$ cat src/rtl/rll_key_loader.sv
// Serial key loader for an RLL-locked netlist: shifts in KEY_W key bits plus even parity, commits atomically.
// Commit lands one edge after the parity bit; the sender paces bits with key_sdi_valid_i and there is no backpressure.
module rll_key_loader #(
    parameter int KEY_W     = 32,
    parameter bit RELOAD_EN = 1'b1
) (
    input  logic             clk_i,
    input  logic             rst_i,
    input  logic             load_start_i,
    input  logic             key_sdi_i,
    input  logic             key_sdi_valid_i,
    output logic [KEY_W-1:0] key_out_o,
    output logic             key_valid_o,
    output logic             busy_o,
    output logic             err_o
);

    localparam int CW = $clog2(KEY_W + 2);

    typedef enum logic [1:0] {
        IDLE   = 2'd0,
        SHIFT  = 2'd1,
        CHECK  = 2'd2,
        LOCKED = 2'd3
    } state_t;

    state_t           state_q, state_d;
    logic [CW-1:0]    cnt_q, cnt_d;
    logic [KEY_W:0]   shift_q, shift_d;
    logic [KEY_W-1:0] key_q, key_d;
    logic             key_valid_q, key_valid_d;
    logic             err_q, err_d;
    logic             parity_ok;

    // Even parity over key plus parity bit: XOR of the key must equal the parity bit.
    assign parity_ok = ((^shift_q[KEY_W-1:0]) == shift_q[KEY_W]);

    always_comb begin
        state_d     = state_q;
        cnt_d       = cnt_q;
        shift_d     = shift_q;
        key_d       = key_q;
        key_valid_d = key_valid_q;
        err_d       = err_q;
        case (state_q)
            IDLE: begin
                if (load_start_i) begin
                    state_d = SHIFT;
                    cnt_d   = '0;
                    shift_d = '0;
                    err_d   = 1'b0;
                end
            end
            SHIFT: begin
                if (load_start_i) begin
                    cnt_d   = '0;
                    shift_d = '0;
                end else if (key_sdi_valid_i) begin
                    shift_d[cnt_q] = key_sdi_i;
                    cnt_d          = cnt_q + CW'(1);
                    if (cnt_q == CW'(KEY_W)) begin
                        state_d = CHECK;
                    end
                end
            end
            CHECK: begin
                if (parity_ok) begin
                    key_d       = shift_q[KEY_W-1:0];
                    key_valid_d = 1'b1;
                    err_d       = 1'b0;
                    state_d     = RELOAD_EN ? IDLE : LOCKED;
                end else begin
                    // A failed reload must not leave the previous key driving the netlist.
                    key_d       = '0;
                    key_valid_d = 1'b0;
                    err_d       = 1'b1;
                    state_d     = IDLE;
                end
            end
            LOCKED: begin
                state_d = LOCKED;
            end
            default: begin
                state_d = IDLE;
            end
        endcase
    end

    always_ff @(posedge clk_i or posedge rst_i) begin
        if (rst_i) begin
            state_q     <= IDLE;
            cnt_q       <= '0;
            shift_q     <= '0;
            key_q       <= '0;
            key_valid_q <= 1'b0;
            err_q       <= 1'b0;
        end else begin
            state_q     <= state_d;
            cnt_q       <= cnt_d;
            shift_q     <= shift_d;
            key_q       <= key_d;
            key_valid_q <= key_valid_d;
            err_q       <= err_d;
        end
    end

    assign key_out_o   = key_q;
    assign key_valid_o = key_valid_q;
    assign busy_o      = (state_q == SHIFT) || (state_q == CHECK);
    assign err_o       = err_q;

endmodule

$ cat config.mk
export PLATFORM = sky130hd
export DESIGN_NAME = rll_key_loader
export DESIGN_NICKNAME = d
export VERILOG_FILES = /design/src/rtl/rll_key_loader.sv
export SDC_FILE = /design/constraint.sdc
export NUM_CORES = 1
export LEC_CHECK = 0
export ABC_AREA = 1
export BUFFER_PORTS_ARGS = -buffer_cell sky130_fd_sc_hd__buf_2
export CAP_MARGIN = 40
export CORE_ASPECT_RATIO = 0.9
export CORE_MARGIN = 2
export CORE_UTILIZATION = 40
export CTS_CLUSTER_DIAMETER = 50
export DETAILED_ROUTE_END_ITERATION = 10
export SETUP_SLACK_MARGIN = 0.2
export SLEW_MARGIN = 20
export SYNTH_ARGS = -nofsm -noshare
export SYNTH_HDL_FRONTEND = slang
export SYNTH_SLANG_ARGS = --single-unit
$ cat constraint.sdc
create_clock -name clk_i -period 4.9 [get_ports clk_i]
set_input_delay 0.98 -clock clk_i [delete_from_list [all_inputs] [get_ports clk_i]]
set_output_delay 0.98 -clock clk_i [all_outputs]
set_load 0.01 [all_outputs]
Word-level counts from Yosys, hierarchy flattened
Index checks and enable logic that the tools add are counted.
Widths: inputs -> output; s select.
{"block": "word_totals", "ff_bits": 75, "mem_bits_ro": 0, "output_inout_bits": 35, "mem_count": 0, "ram_bits": 0, "input_bits": 5, "word_cells": 49, "latchBits": 0}
{"block": "classes", "n_eq_ne": 10, "multipliers": 0, "magnitude_cmp": 2, "n_mux": 21, "div_mod_pow": 0, "reduce_logical": 9, "bitwise_logic": 0, "n_shift": 0, "addsub": 1}
{"operator": "$mux 33", "n": 3}
{"operator": "$pmux 33 s2", "n": 1}
{"operator": "$bwmux 33", "n": 1}
{"operator": "$mux 32", "n": 1}
{"operator": "$reduce_xor 32->1", "n": 1}
{"operator": "$mux 6", "n": 3}
{"operator": "$pmux 6 s2", "n": 1}
{"operator": "$mux 2", "n": 4}
{"operator": "$ne 2x2->1 const B", "n": 4}
{"operator": "$pmux 2 s4", "n": 1}
{"operator": "$lt 6x7->1 const B", "n": 1}
{"operator": "$add 6x1->6 const B", "n": 1}
{"operator": "$demux 1 s6", "n": 1}
{"operator": "$eq 6x6->1 const B", "n": 1}
{"operator": "$ge 6x1->1 const B", "n": 1}
{"operator": "$eq 2x2->1 const B", "n": 2}
{"operator": "$mux 1", "n": 4}
{"operator": "$reduce_and 4->1", "n": 1}
{"operator": "$reduce_bool 2->1", "n": 2}
{"operator": "$ne 3x3->1 const B", "n": 1}
{"operator": "$reduce_and 3->1", "n": 1}
{"operator": "$eq 2x1->1 const B", "n": 1}
{"operator": "$logic_not 2->1", "n": 1}
{"operator": "$pmux 1 s2", "n": 1}
{"operator": "other kinds (4)", "n": 4}

Longest topological paths before layout
{"block": "logic_depth", "ltp_word": 8, "ltp_mapped": 17, "mapped_depth_nobuf": 16}

Worst setup path before layout
No wires, ideal clock.
{"block": "synth_timing", "path_kind": "input port to flip-flop", "startpoint": "input port load_start_i", "endpoint": "register shift_q[20]", "cell_stages": 8, "required_time_ps": 4780, "n_path_buf": 1, "arrival_ps": 1912, "slack_ps": 2868, "cell_sequence": "inv_1 > a21oi_2 > nor2_2 > inv_1 > buf_2 > nand3_1 > o21ai_0 > inv_1"}
{"block": "synth_via", "elab_chain_len": 2}
{"item": "start, declared", "line_no": "9", "text": "input logic load_start_i,"}
{"item": "$ne 3x3->1 (no line) (tied with other cells)"}
{"item": "$reduce_and 3->1 (no line) or $pmux 33 s2 (tied branches)"}
{"item": "end signal, assigned", "line_no": "100", "text": "shift_q <= shift_d;"}
{"item": "end, declared", "line_no": "29", "text": "logic [KEY_W:0] shift_q, shift_d;"}
Parallel ways exist; a longest one is shown, timed or not.
A chain may end at the register's enable or synchronous reset.

Worst setup path after layout
{"block": "layout_timing", "startpoint": "register state_q[1]", "endpoint": "register shift_q[18]"}
{"block": "layout_via", "elab_chain_len": 3}
{"item": "start, declared", "line_no": "27", "text": "state_t state_q, state_d;"}
{"item": "start signal, assigned", "line_no": "98", "text": "state_q <= state_d;"}
{"item": "$eq 2x1->1 or $logic_not 2->1 (tied branches)", "line_no": "45", "text": "case (state_q)"}
{"item": "$ne 3x3->1 (no line) (tied with other cells)"}
{"item": "$reduce_and 3->1 (no line)"}
Parallel ways exist; a longest one is shown, timed or not.

==> impl_metrics.yaml <==
grt:
  met3_usage_pct: 4.69
  grt_usage_pct: 19.3
  grt_antenna_before_repair: 0
  grt_use_met1_pct: 26.1
  grt_pass1_vias: 3733
  grt_pass1_wl_mm: 17.7
  overflow: 0
  use_met2_pct: 30.8
  top_usage_layer: "met2"
  grt_max_degree: 35
sta:
  tns_ns: 0
  fmax_ghz: 0.335
  rsz0062_at_grt: "false"
  hold_violations: 0
  setup_viol: 0
  fin_hold_ws_ns: 0.470
  worst_slew_pin_slew_ns: 0.710
  timing.final.crit_period_ns: 2.98
  finalCritPeriodShare_pct: 60.9
  slew-limit-headroom_pct: 52.3
  slew_viol_final: 0
  clock_skew_ns: 0.00669
synth:
  netlist_instances: 627
  ys_ff_latch: 75
  synth_top_area_share_pct: 43.8
  syn_area_per_cell_um2: 6.84
  synth.distinct_cells: 26
  synth_area_um2: 4290
  synth_top_cell_by_area: "dfrtp_1"
  synth-seq-area-share_pct: 43.8
  ys_warn_count: 0
  synthTopCellsByArea: "dfrtp_1 44%, nand2_1 23%, inv_1 8.0%, nand3_1 5.4%, o21ai_0 3.6%"
  syn_nets: 638
floorplanning:
  die_y_um: 102
  rows: 35
  core_um2: 10300
  pin_count: 40
  die_width_um: 113
  die-area_um2: 11600
  initial_core_util_pct: 41.5
clocking:
  path_clk_slew_ns: 0.06
  clock_latency_ns: 0.34
  cts_setup_buffers: 0
  cts_root_buf: "clkbuf_16"
  hold_buffers: 0
  cts_tree: "yes"
  cts_buffers: 9
  cts_sinks: 75
  cts.path.max_buffers: 2
  h-tree-depth: 3
  postCtsResizedCells: 0
place:
  place_hpwl_mm: 7.50
  place.port_buffers: 39
  dp.cells: 782
  globalplace.congestion: 0.850
critical_path:
  critPathMaxFanout: 21
  worstReg2RegStart: "state_q[1]"
  startpoint: "state_q[1]"
  crit_path_start_kind: "register"
  critPathArrivalTime_ns: 3.23
  end_kind: "register"
  worstSetupPathType: "register to register"
  cp.required_ns: 5.14
flow_run:
  maxCapViolCount: 0
detailed_routing:
  dr.pass1.iters: 9
  drt-initial-drc-count: 316
  vias: 3925
  final_antenna_net_count: 0
  via_per_inst: 4.92
  drc: 5
  wl_per_cell_um: 12.8
  wirelength_mm: 10.2
finish:
  final_cell_mix: "264 x nand2_1, 90 x inv_1, 75 x dfrtp_1"
  num_antenna_cells: 0
  final_util_pct: 48.1
  layout_commonest_cell: "nand2_1"
  area_growth_syn_to_layout_pct: 16.0
  nFillCells: 1047
  drive_gt1_share_pct: 10.6
  nets: 675
  fin_cells: 798
power_and_ir_drop:
  power_density_nw_per_um2: 321
  peakVddDrop_uv: 161
  p_leak_nw: 2.82
status:
  run_status: "finished with violations"
  violations: "design-rule violations"
hold_path:
  hold_path.class: "register to register"
  min_from: "key_out_o[10]"
==> critical path, cell delays in order, from the launching register on <==
cell and delay, ns:
dfrtp_1 0.41, inv_1 0.09, ha_1 0.23, inv_1 0.09
a21oi_2 0.53, nor2_2 0.26, buf_6 0.23, inv_1 0.23
nand2_1 0.48, o22ai_1 0.33
==> metal layers <==
metal	part of all wire (%)	vias up	wire length, um
met5	0	-	0
li1	-	2031	-
met3	4.9	14	507
met2	43	92	4440
met4	1.9	0	195
met1	50	1788	5100
==> path summary, 6_finish.rpt <==
check / end / slack (ns) / cells after the start
worst min-delay path: key_out_o[10] / 0.47 / 2
worst min register to register: key_out_o[10] / 0.47 / 2
max in group asynchronous: shift_q[13] / 3.24 / 4
min in group asynchronous: key_out_o[25] / 0.69 / 2
worst max-delay path: shift_q[18] / 1.92 / 9
worst max register to register: shift_q[18] / 1.92 / 9
==> registers in the layout, summed over array words and instances, names as in the netlist <==
name         count
cnt_q            6
err_o            1
key_out_o       32
key_valid_o      1
shift_q         33
state_q          2
==> per-stage QoR <==
stage | power, mW | worst slack, ns | instance area, um^2
3_3_place_gp | 0.805 | 1.48 | 4560
5_1_grt | 1.67 | 1.51 | 4970
4_1_cts | 1.61 | 1.91 | 4970
3_5_place_dp | 0.813 | 1.62 | 4610
2_1_floorplan | 0.780 | 2.01 | 4290
6_report | 1.59 | 1.92 | 4970
==> power breakdown <==
group          switching (mW)  total [mW]  internal (mW)  leakage (nW)
Sequential             0.0190       0.655          0.636         0.951
Clock                   0.254       0.792          0.538         0.179
Combinational           0.104       0.148         0.0437          1.69
Total                   0.377        1.59           1.22          2.82
==> Yosys cell counts <==
cell / instances
ha_1: 6
o211ai_1: 1
inv_1: 91
nand3_1: 46
dfrtp_1: 75
nand4_1: 1
buf_2: 3
o21ai_1: 1
nand2_2: 4
nor4_4: 1
nor3_1: 12
buf_6: 3
clkbuf_1: 10
and3_1: 1
o21a_1: 1
nand2_1: 264
nor2_2: 1
a21oi_1: 23
a21oi_2: 1
o22ai_1: 21
o21ai_0: 31
inv_2: 2
buf_4: 2
clkbuf_4: 1
nor2_1: 23
nor3b_1: 2
==> area by class of cell <==
class	instances	area (um^2)	share of cell area, %
multi-input cells	440	1950	39.3
flip-flops and latches	75	1880	37.7
inverters	93	349	7.02
repair buffers	45	272	5.46
clock buffers	12	267	5.36
well taps	129	161	3.25
clock inverters	4	95.1	1.91
==> cells by family after synthesis <==
group / Yosys count / share of synthesized area, %
compound gates: 79 / 10.0
fa+ha+maj: 6 / 1.75
buf+inv: 112 / 10.7
flops: 75 / 43.8
simple gates: 355 / 33.8
Note: power is estimated with default switching activity, not from simulation.
